**src/rtl/irq_controller.sv**
```systemverilog
// rtl/irq_controller.sv - 8-source edge/level interrupt aggregator with CPU register slave
// Drives a registered active-low IRQ toward the 65C02 IRQB pin.
module irq_controller #(
  parameter int NUM_SRC = 8
) (
  input  logic               i_clk,
  input  logic               i_rst_n,
  input  logic               i_cs,
  input  logic               i_rwb,
  input  logic [1:0]         i_addr,
  input  logic [7:0]         i_data,
  output logic [7:0]         o_data,
  input  logic [NUM_SRC-1:0] i_irqb,
  output logic               o_irqb
);

  localparam logic [7:0] SRC_MASK = 8'((9'd1 << NUM_SRC) - 9'd1);

  logic [7:0] irqb_ext;
  logic [7:0] prev_irqb_q, prev_irqb_d;
  logic [7:0] pending_q, pending_d;
  logic [7:0] enable_q, enable_d;
  logic [7:0] mode_q, mode_d;
  logic       o_irqb_q, o_irqb_d;

  logic       wr_en;
  logic [7:0] fell;
  logic [7:0] clr;
  logic [7:0] new_edge;
  logic [7:0] active;
  logic       vec_valid;
  logic [2:0] vec_idx;

  // Absent sources look permanently idle (high) so they never latch.
  for (genvar g = 0; g < 8; g++) begin : g_ext
    if (g < NUM_SRC) begin : g_src
      assign irqb_ext[g] = i_irqb[g];
    end else begin : g_tie
      assign irqb_ext[g] = 1'b1;
    end
  end

  always_comb begin
    wr_en       = i_cs & ~i_rwb;
    enable_d    = enable_q;
    mode_d      = mode_q;
    clr         = 8'h00;
    prev_irqb_d = irqb_ext;

    if (wr_en && i_addr == 2'd1) enable_d = i_data & SRC_MASK;
    if (wr_en && i_addr == 2'd2) mode_d   = i_data & SRC_MASK;
    if (wr_en && i_addr == 2'd0) clr      = i_data;
    if (wr_en && i_addr == 2'd3) clr      = 8'd1 << i_data[2:0];

    fell     = prev_irqb_q & ~irqb_ext;
    // Bits switching to edge mode drop any stale level pending; a same-cycle edge still sets.
    new_edge = mode_d & ~mode_q;

    pending_d = (mode_d & (fell | (pending_q & ~clr & ~new_edge)))
              | (~mode_d & ~irqb_ext);
    pending_d = pending_d & SRC_MASK;

    active   = pending_q & enable_q;
    o_irqb_d = ~|active;
  end

  always_comb begin
    vec_valid = |active;
    vec_idx   = 3'd0;
    for (int i = 7; i >= 0; i--) begin
      if (active[i]) vec_idx = 3'(i);
    end
  end

  always_comb begin
    o_data = 8'h00;
    case (i_addr)
      2'd0: o_data = pending_q;
      2'd1: o_data = enable_q;
      2'd2: o_data = mode_q;
      2'd3: o_data = vec_valid ? {1'b1, 4'b0000, vec_idx} : 8'h00;
      default: o_data = 8'h00;
    endcase
  end

  always_ff @(posedge i_clk or negedge i_rst_n) begin
    if (!i_rst_n) begin
      prev_irqb_q <= 8'hFF;
      pending_q   <= 8'h00;
      enable_q    <= 8'h00;
      mode_q      <= 8'h00;
      o_irqb_q    <= 1'b1;
    end else begin
      prev_irqb_q <= prev_irqb_d;
      pending_q   <= pending_d;
      enable_q    <= enable_d;
      mode_q      <= mode_d;
      o_irqb_q    <= o_irqb_d;
    end
  end

  assign o_irqb = o_irqb_q;

endmodule
```
**config.mk**
```make
export PLATFORM = sky130hd
export DESIGN_NAME = irq_controller
export DESIGN_NICKNAME = d
export VERILOG_FILES = /design/src/rtl/irq_controller.sv
export SDC_FILE = /design/constraint.sdc
export NUM_CORES = 1
export LEC_CHECK = 0
export ABC_AREA = 1
export BUFFER_PORTS_ARGS = -buffer_cell sky130_fd_sc_hd__clkbuf_2
export CORE_MARGIN = 2
export CORE_UTILIZATION = 42
export CTS_BUF_LIST = sky130_fd_sc_hd__clkbuf_16
export DETAILED_ROUTE_END_ITERATION = 6
export GPL_TIMING_DRIVEN = 0
export PLACE_DENSITY = 0.74
export RECOVER_POWER = 100
export SLEW_MARGIN = 20
export SYNTH_ARGS = -nofsm -noshare
export SYNTH_HDL_FRONTEND = slang
export SYNTH_SLANG_ARGS = --single-unit
```
**constraint.sdc**
```tcl
create_clock -name i_clk -period 1.4 [get_ports i_clk]
set_input_delay 0.14 -clock i_clk [delete_from_list [all_inputs] [get_ports i_clk]]
set_output_delay 0.14 -clock i_clk [all_outputs]
set_load 0.01 [all_outputs]
```
**Word-level counts from Yosys, hierarchy flattened**

Cells that the tools add are included.

- Register bits after elaboration: 33
- Latch bits: 0
- RAM bits: 0
- ROM bits: 0
- Bits of input ports: 22
- Logic and storage cells: 45
- Memories kept: 0

- $add $sub $neg: 0
- $mul: 0
- Div/mod/pow operators: 0
- Order comparisons: 0
- Equality and inequality tests: 3
- Shift-type cells: 1
- Mux-type cells: 13
- Bitwise operators: 16
- Reductions and logical operators: 7

Operator list:

| kind | number |
|---|---|
| 8-bit AND | 7 |
| 8-bit inverter | 5 |
| 8-bit two-way mux | 4 |
| 8-bit case mux with 4 select lines | 1 |
| 3-bit two-way mux | 8 |
| 8-bit OR | 2 |
| 8-bit OR reduction | 1 |
| 1-bit by 3-bit left shift with 8-bit output (first input constant) | 1 |
| 2-bit equality test (second input constant) | 2 |
| 1-bit logical AND | 4 |
| 2-bit by 1-bit equality test with 1-bit output (second input constant) | 1 |
| 2-bit logical NOT | 1 |
| 1-bit AND | 1 |
| 1-bit logical NOT | 1 |
| 1-bit inverter | 1 |

**Longest topological paths before layout**

Gate-level depths: netlist of the first run.

- Depth after elaboration: 11
- Mapped depth: 10

**Worst setup path before layout of the first run**

Ideal clock, no wire load.

- Path type: flip-flop to output port
- Start: register pending_q[7]
- End: output port o_data[0]
- Arrival: 0.991 ns
- Required time: 1.260 ns
- Setup slack: 0.269 ns
- Cell stages (with the launch flop): 9
- Cells stage by stage: dfrtp_1 > nand2_1 > nand2_1 > nor2_1 > nand2_1 > nand2_1 > nor2_1 > nand2_1 > a21oi_1

- Cells in the longest elaborated chain, start to end: 11

Ends and longest elaborated chain:

| element | RTL line | RTL |
|---|---|---|
| from (decl) | 21 | `logic [7:0] pending_q, pending_d;` |
| from (signal assigned) | 95 | `pending_q <= pending_d;` |
| 8-bit AND (*) | 63 | `active = pending_q & enable_q;` |
| 3-bit two-way mux (8 in series) | 71 | `if (active[i]) vec_idx = 3'(i);` |
| 8-bit two-way mux (*) | 81 | `2'd3: o_data = vec_valid ? {1'b1, 4'b0000, vec_idx} : 8'h00;` |
| 8-bit case mux with 4 select lines (*) | 77 | `case (i_addr)` |
| to (decl) | 12 | `output logic [7:0] o_data,` |

Mark *: on every way between the ends. The rest lies on a longest branch, timed or not.

**Worst setup path after layout of the first run**

- Start: register pending_q[2]
- End: output port o_data[0]

- Cells in the longest elaborated chain, start to end: 6

Ends and longest elaborated chain:

| element | RTL line |
|---|---|
| 8-bit AND (*) | 63 |
| 3-bit two-way mux (3 in series) | 71 |
| 8-bit two-way mux (*) | 81 |
| 8-bit case mux with 4 select lines (*) | 77 |

Marks and branches as above.

==> key figures, run 1 <==
Placement
  – Setup WS pre-CTS: -0.0261 ns
  – Dpl cell area: ~2000 sq um
  – Port bufs: 30
  – Placer Congestion: about 0.88
  – HPWL after detailed placement: 2930 um

Run
  – Max-Cap Viols: 0

Clock tree
  – CTS tree: done
  – Clock Pin Slew Worst Setup and Hold Paths: around 0.050 ns
  – Bufs on Longest Clock Path: 2
  – Worst skew pair latency: 0.28 ns
  – Num CTS Buffers: 5
  – Clk sinks: 33
  – Clk Tree Root Cell: clkbuf_16
  – Htree depth: 2

Die
  – I/O pins: 31
  – Die height: about 70 um
  – Die footprint: between 4000 and 5000 sq um
  – Core area: 4260 sq um
  – Die width: ~70 um
  – Site row count: 24
  – Starting Density: between 40 and 50%

Worst setup path
  – Kind of start point of the critical path: flop
  – CP Cell Sequence: nand2_2 > nand2_2 > nor2_4 > nand2_2 > nand2_2 > nor2_1 > nand2_1 > a21oi_2 > buf_2
  – Critical path data arrival time: around 1.5 ns
  – CP delay by family, top: simple AND/OR/NAND/NOR gates
  – CP Max Fanout: 2
  – CP Launch Point: pending_q[2]
  – Critical path's most frequent cell: nand2_2
  – Stages on worst setup path: 9
  – End of the critical path: o_data[0]
  – Crit. End Element: output port
  – CP max stage delay: about 0.38 ns
  – Crit path buffers/inverters: 1
  – CP max stage cell: dfrtp_1
  – RR Startpoint: enable_q[2]
  – Crit path kind: flop to output port
  – R2R Setup Slk: between 0.2 and 0.3 ns
  – Worst r2r path cells: 7
  – Worst R2R End: o_irqb
  – WP data required: 1.26 ns

STA
  – Tmin final: ~1.6 ns
  – Final worst setup slack: -0.239 ns
  – Rel. slew slack: roughly 44%
  – Worst Max-Slew Pin Slew: ~0.84 ns
  – Final hold violations: 0
  – Clock Skews: about 0.0037 ns
  – Period Utilization, post-route: 117%
  – Total negative slack: -0.848 ns
  – Setup violations, final: 4
  – Hold Worst Slack: roughly 0.14 ns
  – Fmax: a little over 0.6 GHz
  – RSZ-0062 raised after global routing: yes
  – Final slew viol count: 0

Yosys
  – Synth Warn #: 0
  – Synth top area share: about 33%
  – Post-synthesis register bit count: 33
  – Post-synthesis instance total: 201
  – Synth top area cells: dfrtp_1 (33%), dfstp_2 (13%), nand2_1 (12%)
  – Post-Syn Area: approximately 1800 sq um
  – Yosys top cell by area: dfrtp_1
  – Synthesized Nets: roughly 220
  – Sequential area share after synthesis: a little under half
  – Unique masters post-synth: 21
  – Syn avg cell area: around 9 sq um

Detailed routing
  – Drt drc: 0
  – Initial DRC count: 111
  – Drt first pass iters: 4
  – WL/cell: about 14 um
  – Via count: between 1.5k and 2k
  – WL final: 4470 um
  – Final antenna-violating net count: 0
  – Drt via density: roughly 5

Global routing
  – Vias in the first global route: 1548
  – Initial antenna violation count: 0
  – Total track usage: about a fifth
  – First-pass GRT wire length: about 7000 um
  – Largest net degree at the start of global routing: 34
  – GRT overflow: 0

Cells and area
  – Layout cells sized above 1: around 45%
  – Design Area, Final: 2460 sq um
  – ANT cells: 0
  – Synth-to-Final Area Change: 34.1%
  – Most common cell after layout, fill and taps aside: nand2_1
  – Commonest non-fill, non-tap cells in the layout: nand2_1 (51), inv_1 (28), dfrtp_1 (24)
  – Nets: roughly 300
  – Fillers: a little over 400

Power and ir drop
  – Worst vdd ir: a little over 700 uV
  – Power per cell area: about 1400 nW/um^2
  – Overall power: approximately 3.4 mW
  – Leakage power: roughly 1.2 nW

Run status
  – Violated checks: negative setup slack
  – Status: finished with violations

Min path
  – Worst hold path class: input port to flop
==> worst min path at each step <==
stage               startpoint             end  slack, ns  cells after the start
global route         i_data[6]     enable_q[6]       0.14                      2
detailed placement   i_irqb[2]  prev_irqb_q[2]       0.24                      1
floorplan              i_rst_n     enable_q[0]      -0.16                      0
global placement     i_irqb[0]  prev_irqb_q[0]       0.24                      1
finish               i_data[6]     enable_q[6]       0.14                      2
CTS                  i_data[6]     enable_q[6]       0.13                      2
==> cell usage after synthesis <==
| cell | number |
|---|---|
| nand2_4 | 6 |
| o31ai_2 | 8 |
| o2111ai_1 | 3 |
| mux2_4 | 4 |
| dfrtp_1 | 24 |
| nand3_1 | 8 |
| nand2_2 | 4 |
| o211ai_1 | 4 |
| dfstp_2 | 9 |
| inv_2 | 2 |
| o21bai_2 | 8 |
| a21oi_1 | 2 |
| inv_1 | 28 |
| buf_6 | 1 |
| nor2_4 | 2 |
| mux2_2 | 1 |
| nand2_1 | 58 |
| buf_12 | 1 |
| o21ai_0 | 5 |
| nor2_1 | 15 |
| o21ai_2 | 8 |
==> through the flow <==
step                      std cells  utilization [%]
final                           323             57.6
after global routing            323             57.6
after global placement          283             48.0
after floorplan                 201                -
after detailed placement        283             48.0
after CTS                       314             56.3
==> sequential cells by signal, summed over array words and instances, names as in the netlist <==
name         flops
o_irqb           1
mode_q           8
prev_irqb_q      8
pending_q        8
enable_q         8
==> routing by layer <==
metal,GRT usage [%],vias up,part of all wire (%)
met3,5.77,8,5.5
met5,0,-,0
met4,7.05,0,1.6
met2,32.8,40,51
li1,-,786,-
met1,22.9,786,42
==> logic make-up after synthesis <==
family                 count (synthesis)  share of synthesized area, %
muxes                                  5                          3.89
AOI/OAI and AO/OA                     38                          19.2
and+or+nand+nor                       93                          23.4
buffers and inverters                 32                          7.85
DFF                                   33                          45.7
==> layout make-up <==
cell class	count	area [sq um]	area share, %
plain buffers	2	10.0	0.407
clock buffers	5	125	5.09
clock inverters	3	12.5	0.509
inverters	30	113	4.58
multi-input cells	136	887	36.1
flip-flops and latches	33	837	34.1
well taps	52	65.1	2.65
repair buffers	62	408	16.6
==> where the power goes <==
part | switching [mW] | internal, mW | total, mW | leakage, nW
combinational | 0.560 | 0.539 | 1.10 | 0.782
clock | 0.396 | 0.642 | 1.04 | 0.0687
sequential | 0.113 | 1.14 | 1.25 | 0.371
==> timing repair <==
item	in CTS	in global routing
setup buffers	14	9
setup endpoints to repair	4	4
resized for setup	6	20
pin swaps	4	12
hold endpoints to repair	32	0
hold buffers	9	0
Note: power is estimated with default switching activity, not from simulation.
==> run 2: changes to the inputs <==
==> constraint.sdc (replaced) <==
create_clock -name i_clk -period 2 [get_ports i_clk]
set_input_delay 0.2 -clock i_clk [delete_from_list [all_inputs] [get_ports i_clk]]
set_output_delay 0.2 -clock i_clk [all_outputs]
set_load 0.01 [all_outputs]
==> key figures, run 2 (same netlist as run 1, synthesis figures left out) <==
Cells and area
  – Layout cells sized above 1: 25.5% (-19 points)
  – Final Util: 49.1% (-8.5 points)
  – Synth-to-Final Area Change: 14.3%
  – Commonest non-fill, non-tap cells in the layout: nand2_1 (59), inv_1 (28), dfrtp_1 (24)
  – Most common cell after layout, fill and taps aside: nand2_1
  – Nets: 260 (-11%)
  – ANT cells: 0 (unchanged)
  – Design Area, Final: 2100 sq um (-15%)

Worst setup path
  – Critical path data arrival time: 1.57 ns (+0.07 ns)
  – Crit path kind: flop to output port
  – Critical path's most frequent cell: nand2_1
  – Stages on worst setup path: 9 (unchanged)
  – RR Startpoint: mode_q[2]
  – CP Max Fanout: 3 (+1)
  – CP max stage delay: 0.37 ns (about the same)
  – CP Cell Sequence: nand2_1 > nand2_1 > nor2_1 > nand2_1 > nand2_1 > nor2_1 > nand2_1 > a21oi_1 > clkbuf_1
  – WP data required: 1.80 ns (+0.54 ns)
  – CP delay by family, top: simple AND/OR/NAND/NOR gates
  – Kind of start point of the critical path: flop
  – CP Launch Point: enable_q[3]
  – R2R Setup Slk: 1.00 ns (+0.74 ns)
  – Worst R2R End: pending_q[2]
  – Crit path buffers/inverters: 1 (unchanged)
  – Worst r2r path cells: 5 (-2)
  – CP max stage cell: dfrtp_1
  – End of the critical path: o_data[0]
  – Crit. End Element: output port

Global routing
  – Largest net degree at the start of global routing: 34 (unchanged)
  – First-pass GRT wire length: 6630 um (-8.0%)
  – Initial antenna violation count: 0 (unchanged)
  – GRT overflow: 0 (unchanged)
  – Vias in the first global route: 1391 (-10%)
  – Total track usage: 17.9% (-1.3 points)

Clock tree
  – Post-CTS Setup Inserts: 0 (-14)
  – Bufs on Longest Clock Path: 2 (unchanged)
  – Clk sinks: 33 (unchanged)
  – Num CTS Buffers: 5 (unchanged)
  – # hold bufs at CTS: 0 (-9)
  – CTS tree: done
  – Clk Tree Root Cell: clkbuf_16
  – Htree depth: 2 (unchanged)
  – CTS resizes: 0 (-6)
  – Clock Pin Slew Worst Setup and Hold Paths: 0.05 ns (about the same)
  – Worst skew pair latency: 0.28 ns (about the same)

STA
  – Fmax: approximately 0.57 GHz
  – Final worst setup slack: 0.235 ns (+0.473 ns)
  – Final slew viol count: 34 (+34)
  – Worst Max-Slew Pin Slew: 1.79 ns (+0.948 ns)
  – Rel. slew slack: -19.1% (-63 points)
  – Setup violations, final: 0 (-4)
  – RSZ-0062 raised after global routing: no
  – Period Utilization, post-route: 88.3%
  – Tmin final: ~1.8 ns
  – Final hold violations: 0 (unchanged)
  – Clock Skews: 0.00255 ns (-0.00111 ns)
  – Total negative slack: 0 ns (+0.848 ns)
  – Hold Worst Slack: 0.00608 ns (-0.133 ns)

Run status
  – Status: finished with violations
  – Violated checks: max-capacitance violations, max-slew violations

Die
  – Core area: 4260 sq um (unchanged)
  – I/O pins: 31 (unchanged)
  – Die footprint: 4910 sq um (unchanged)
  – Die width: 70.1 um (unchanged)
  – Die height: 70.1 um (unchanged)
  – Site row count: 24 (unchanged)
  – Starting Density: 43.0% (unchanged)

Power and ir drop
  – Worst vdd ir: 477 uV (-33%)
  – Power per cell area: 996 nW/um^2 (-28%)
  – Leakage power: 1.00 nW (-18%)

Detailed routing
  – WL/cell: 13.7 um (-0.82%)
  – WL final: 4000 um (-11%)
  – Drt via density: 5.07 (+1.1%)
  – Initial DRC count: 94 (-15%)
  – Via count: 1475 (-9.0%)
  – Drt first pass iters: 4 (unchanged)
  – Drt drc: 0 (unchanged)
  – Final antenna-violating net count: 0 (unchanged)

Placement
  – HPWL after detailed placement: 2930 um (unchanged)
  – Placer Congestion: 0.875 (unchanged)
  – Dpl cell area: 2050 sq um (unchanged)
  – Port bufs: 30 (unchanged)
  – Setup WS pre-CTS: 0.514 ns (+0.540 ns)

Min path
  – Worst hold path class: input port to flop

Run
  – Max-Cap Viols: 1 (+1)
==> run 2: worst min-delay path by stage <==
stage,cells past startpoint,startpoint,slack [ns],endpoint
6_report,1,i_irqb[1],0.006,prev_irqb_q[1]
5_1_grt,1,i_irqb[7],0.005,prev_irqb_q[7]
4_1_cts,1,i_irqb[2],0.0008,prev_irqb_q[2]
3_5_place_dp,1,i_irqb[2],0.30,prev_irqb_q[2]
3_3_place_gp,1,i_irqb[0],0.30,prev_irqb_q[0]
2_1_floorplan,0,i_rst_n,-0.1,enable_q[0]
==> run 2: stage by stage <==
stage,cells,total power [mW]
after floorplan,201,1.25
after global placement,283,1.40
after detailed placement,283,1.42
after CTS,291,2.16
after global routing,291,2.21
final,291,2.09
==> run 2: area by class of cell <==
type	count	area (sq um)
fillers	439	2170
flip-flops and latches	33	837
multi-input cells	136	793
repair buffers	30	134
clock buffers	5	125
inverters	30	113
well taps	52	65.1
plain buffers	2	16.3
clock inverters	3	12.5
==> run 2: metal layers <==
layer / routed length, um / up-vias / GRT usage [%]
met5: 0 / - / 0
met2: 1940 / 35 / 29.4
met1: 1770 / 713 / 21.7
met3: 218 / 8 / 5.77
li1: - / 719 / -
met4: 73 / 0 / 7.05
==> run 2: where the power goes <==
group | total [mW] | switching, mW | leakage (nW) | internal [mW]
Clock | 0.728 | 0.279 | 0.0687 | 0.449
Combinational | 0.483 | 0.293 | 0.562 | 0.190
Sequential | 0.876 | 0.0802 | 0.371 | 0.795
==> run 3: changes to the inputs <==
--- a/config.mk
+++ b/config.mk
@@ -7,9 +7,9 @@
 export LEC_CHECK = 0
 export ABC_AREA = 1
 export BUFFER_PORTS_ARGS = -buffer_cell sky130_fd_sc_hd__clkbuf_2
+export CORE_ASPECT_RATIO = 1.25
 export CORE_MARGIN = 2
 export CORE_UTILIZATION = 42
-export CTS_BUF_LIST = sky130_fd_sc_hd__clkbuf_16
 export DETAILED_ROUTE_END_ITERATION = 6
 export GPL_TIMING_DRIVEN = 0
 export PLACE_DENSITY = 0.74
==> key figures, run 3 (same netlist as run 1, synthesis figures left out) <==
Run status
  – Status: finished with violations
  – Violated checks: max-capacitance violations, max-slew violations

Global routing
  – Vias in the first global route: 1433 (+3.0%)
  – Total track usage: 18.5% (+0.64 points)
  – Initial antenna violation count: 0 (unchanged)
  – GRT overflow: 0 (unchanged)
  – First-pass GRT wire length: 6940 um (+4.7%)
  – Largest net degree at the start of global routing: 34 (unchanged)

STA
  – RSZ-0062 raised after global routing: no
  – Tmin final: 1.73 ns (-0.0317 ns)
  – Worst Max-Slew Pin Slew: 1.76 ns (-0.0247 ns)
  – Final hold violations: 0 (unchanged)
  – Final worst setup slack: 0.267 ns (+0.0317 ns)
  – Hold Worst Slack: 0.158 ns (+0.152 ns)
  – Rel. slew slack: -17.4% (+1.6 points)
  – Total negative slack: 0 ns (unchanged)
  – Period Utilization, post-route: 86.7% (-1.6 points)
  – Fmax: 0.577 GHz (+1.8%)
  – Final slew viol count: 34 (unchanged)
  – Clock Skews: 0.00347 ns (+0.000913 ns)
  – Setup violations, final: 0 (unchanged)

Detailed routing
  – DR top layer: met4
  – Drt drc: 0 (unchanged)
  – Wl on met1: 1810 um (+2.4%)
  – Met2 WL: 1980 um (+2.1%)
  – Final antenna-violating net count: 0 (unchanged)
  – Via count: 1483 (+0.54%)
  – Drt first pass iters: 4 (unchanged)
  – Routed length on met3: 140 um (-36%)
  – WL final: 4010 um (+0.43%)
  – Drt via density: 4.89 (-3.4%)
  – WL/cell: 13.2 um (-3.6%)
  – Initial DRC count: 41 (-56%)

Clock tree
  – CTS resizes: 0 (unchanged)
  – Htree depth: 2 (unchanged)
  – Num CTS Buffers: 5 (unchanged)
  – Clk sinks: 33 (unchanged)
  – CTS tree: done
  – Clock Pin Slew Worst Setup and Hold Paths: 0.06 ns (about the same)
  – Worst skew pair latency: 0.29 ns (about the same)
  – Clk Tree Root Cell: clkbuf_8
  – Post-CTS Setup Inserts: 0 (unchanged)
  – # hold bufs at CTS: 8 (+8)
  – Bufs on Longest Clock Path: 2 (unchanged)

Power and ir drop
  – Power per cell area: 898 nW/um^2 (-9.8%)
  – Clock network power share: 29.0% (-5.9 points)
  – Comb pwr share: 25.3% (+2.1 points)
  – Leakage power: 1.01 nW (+1.2%)
  – Overall power: 1.90 mW (-8.8%)
  – Worst vdd ir: 410 uV (-14%)
  – Net switching fraction of the power: 31.9% (+0.66 points)
  – Share of power burned in registers: 45.8% (+3.9 points)
  – Switching power: 607 uW (-6.9%)
  – Internal power: 1.30 mW (-9.7%)

Worst setup path
  – R2R Setup Slk: 0.95 ns (-0.05 ns)
  – CP Cell Sequence: nand2_1 > nand2_1 > nor2_1 > nand2_1 > nand2_1 > nor2_1 > nand2_1 > a21oi_1 > clkbuf_1
  – Critical path's most frequent cell: nand2_1
  – CP delay by family, top: simple AND/OR/NAND/NOR gates
  – Crit path buffers/inverters: 1 (unchanged)
  – Worst r2r path cells: 5 (unchanged)
  – CP Launch Point: pending_q[4]
  – Crit path kind: flop to output port
  – Critical path data arrival time: 1.53 ns (-0.04 ns)
  – Worst R2R End: pending_q[1]
  – CP max stage delay: 0.37 ns (about the same)
  – WP data required: 1.80 ns (about the same)
  – RR Startpoint: mode_q[1]
  – Crit. End Element: output port
  – CP Max Fanout: 3 (unchanged)
  – CP max stage cell: dfrtp_1
  – Kind of start point of the critical path: flop

Placement
  – Placed insts: 287 (+1.4%)
  – Port bufs: 30 (unchanged)
  – HPWL after detailed placement: 2910 um (-0.50%)
  – Placer Congestion: 0.798 (-8.8%)
  – Dpl cell area: 2050 sq um (+0.24%)
  – Setup WS pre-CTS: 0.475 ns (-0.0384 ns)

Die
  – Core area: 4130 sq um (-3.1%)
  – Starting Density: 44.4% (+1.4 points)
  – Die height: 77.9 um (+11%)
  – Site row count: 26 (+8.3%)
  – I/O pins: 31 (unchanged)
  – Die width: 63.1 um (-9.9%)
  – Die footprint: 4910 sq um (about the same)

Run
  – Max-Cap Viols: 1 (unchanged)

Cells and area
  – ANT cells: 0 (unchanged)
  – Final Non-Filler Cells: 303 (+4.1%)
  – Design Area, Final: 2120 sq um (+1.1%)
  – Commonest non-fill, non-tap cells in the layout: nand2_1 (61), inv_1 (29), dfrtp_1 (24)
  – Nets: 268 (+3.1%)
  – Final Util: 51.3% (+2.2 points)
  – Most common cell after layout, fill and taps aside: nand2_1
  – Synth-to-Final Area Change: 15.6%
  – Layout cells sized above 1: 22.3% (-3.3 points)
  – Fillers: 423 (-3.6%)

Min path
  – Worst hold path class: input port to flop
  – Hold Path Origin: i_data[4]
  – Hold depth: 2 (+1)
  – Hold EP: enable_q[4]
run 3: area by class of cell:
class,count,area [sq um],area share [%]
Clock inverter,1,5.00,0.236
Clock buffer,7,96.3,4.55
Inverter,30,113,5.31
Multi-Input combinational cell,136,764,36.1
Sequential cell,33,837,39.5
Timing Repair Buffer,38,210,9.92
Tap cell,56,70.1,3.31
Buffer,2,23.8,1.12
run 3: worst max path at each step:
stage	depth (start not counted)	end	slack, ns
floorplan	8	o_data[0]	0.81
global placement	7	pending_q[3]	0.53
detailed placement	7	pending_q[7]	0.48
CTS	9	o_data[0]	0.28
global route	6	o_data[3]	0.11
finish	9	o_data[0]	0.27
run 3: power by group through the flow:
stage,Sequential (mW),Clock [mW],Combinational (mW)
after floorplan,0.867,0,0.388
after global placement,0.878,0,0.520
after detailed placement,0.882,0,0.532
after CTS,0.870,0.570,0.550
after global routing,0.885,0.597,0.549
final,0.871,0.551,0.481
run 3: layer usage:
metal	vias to the layer above	GRT usage, %
li1	735	-
met1	712	23.0
met4	0	8.67
met5	-	0
met3	7	3.91
met2	29	30.5
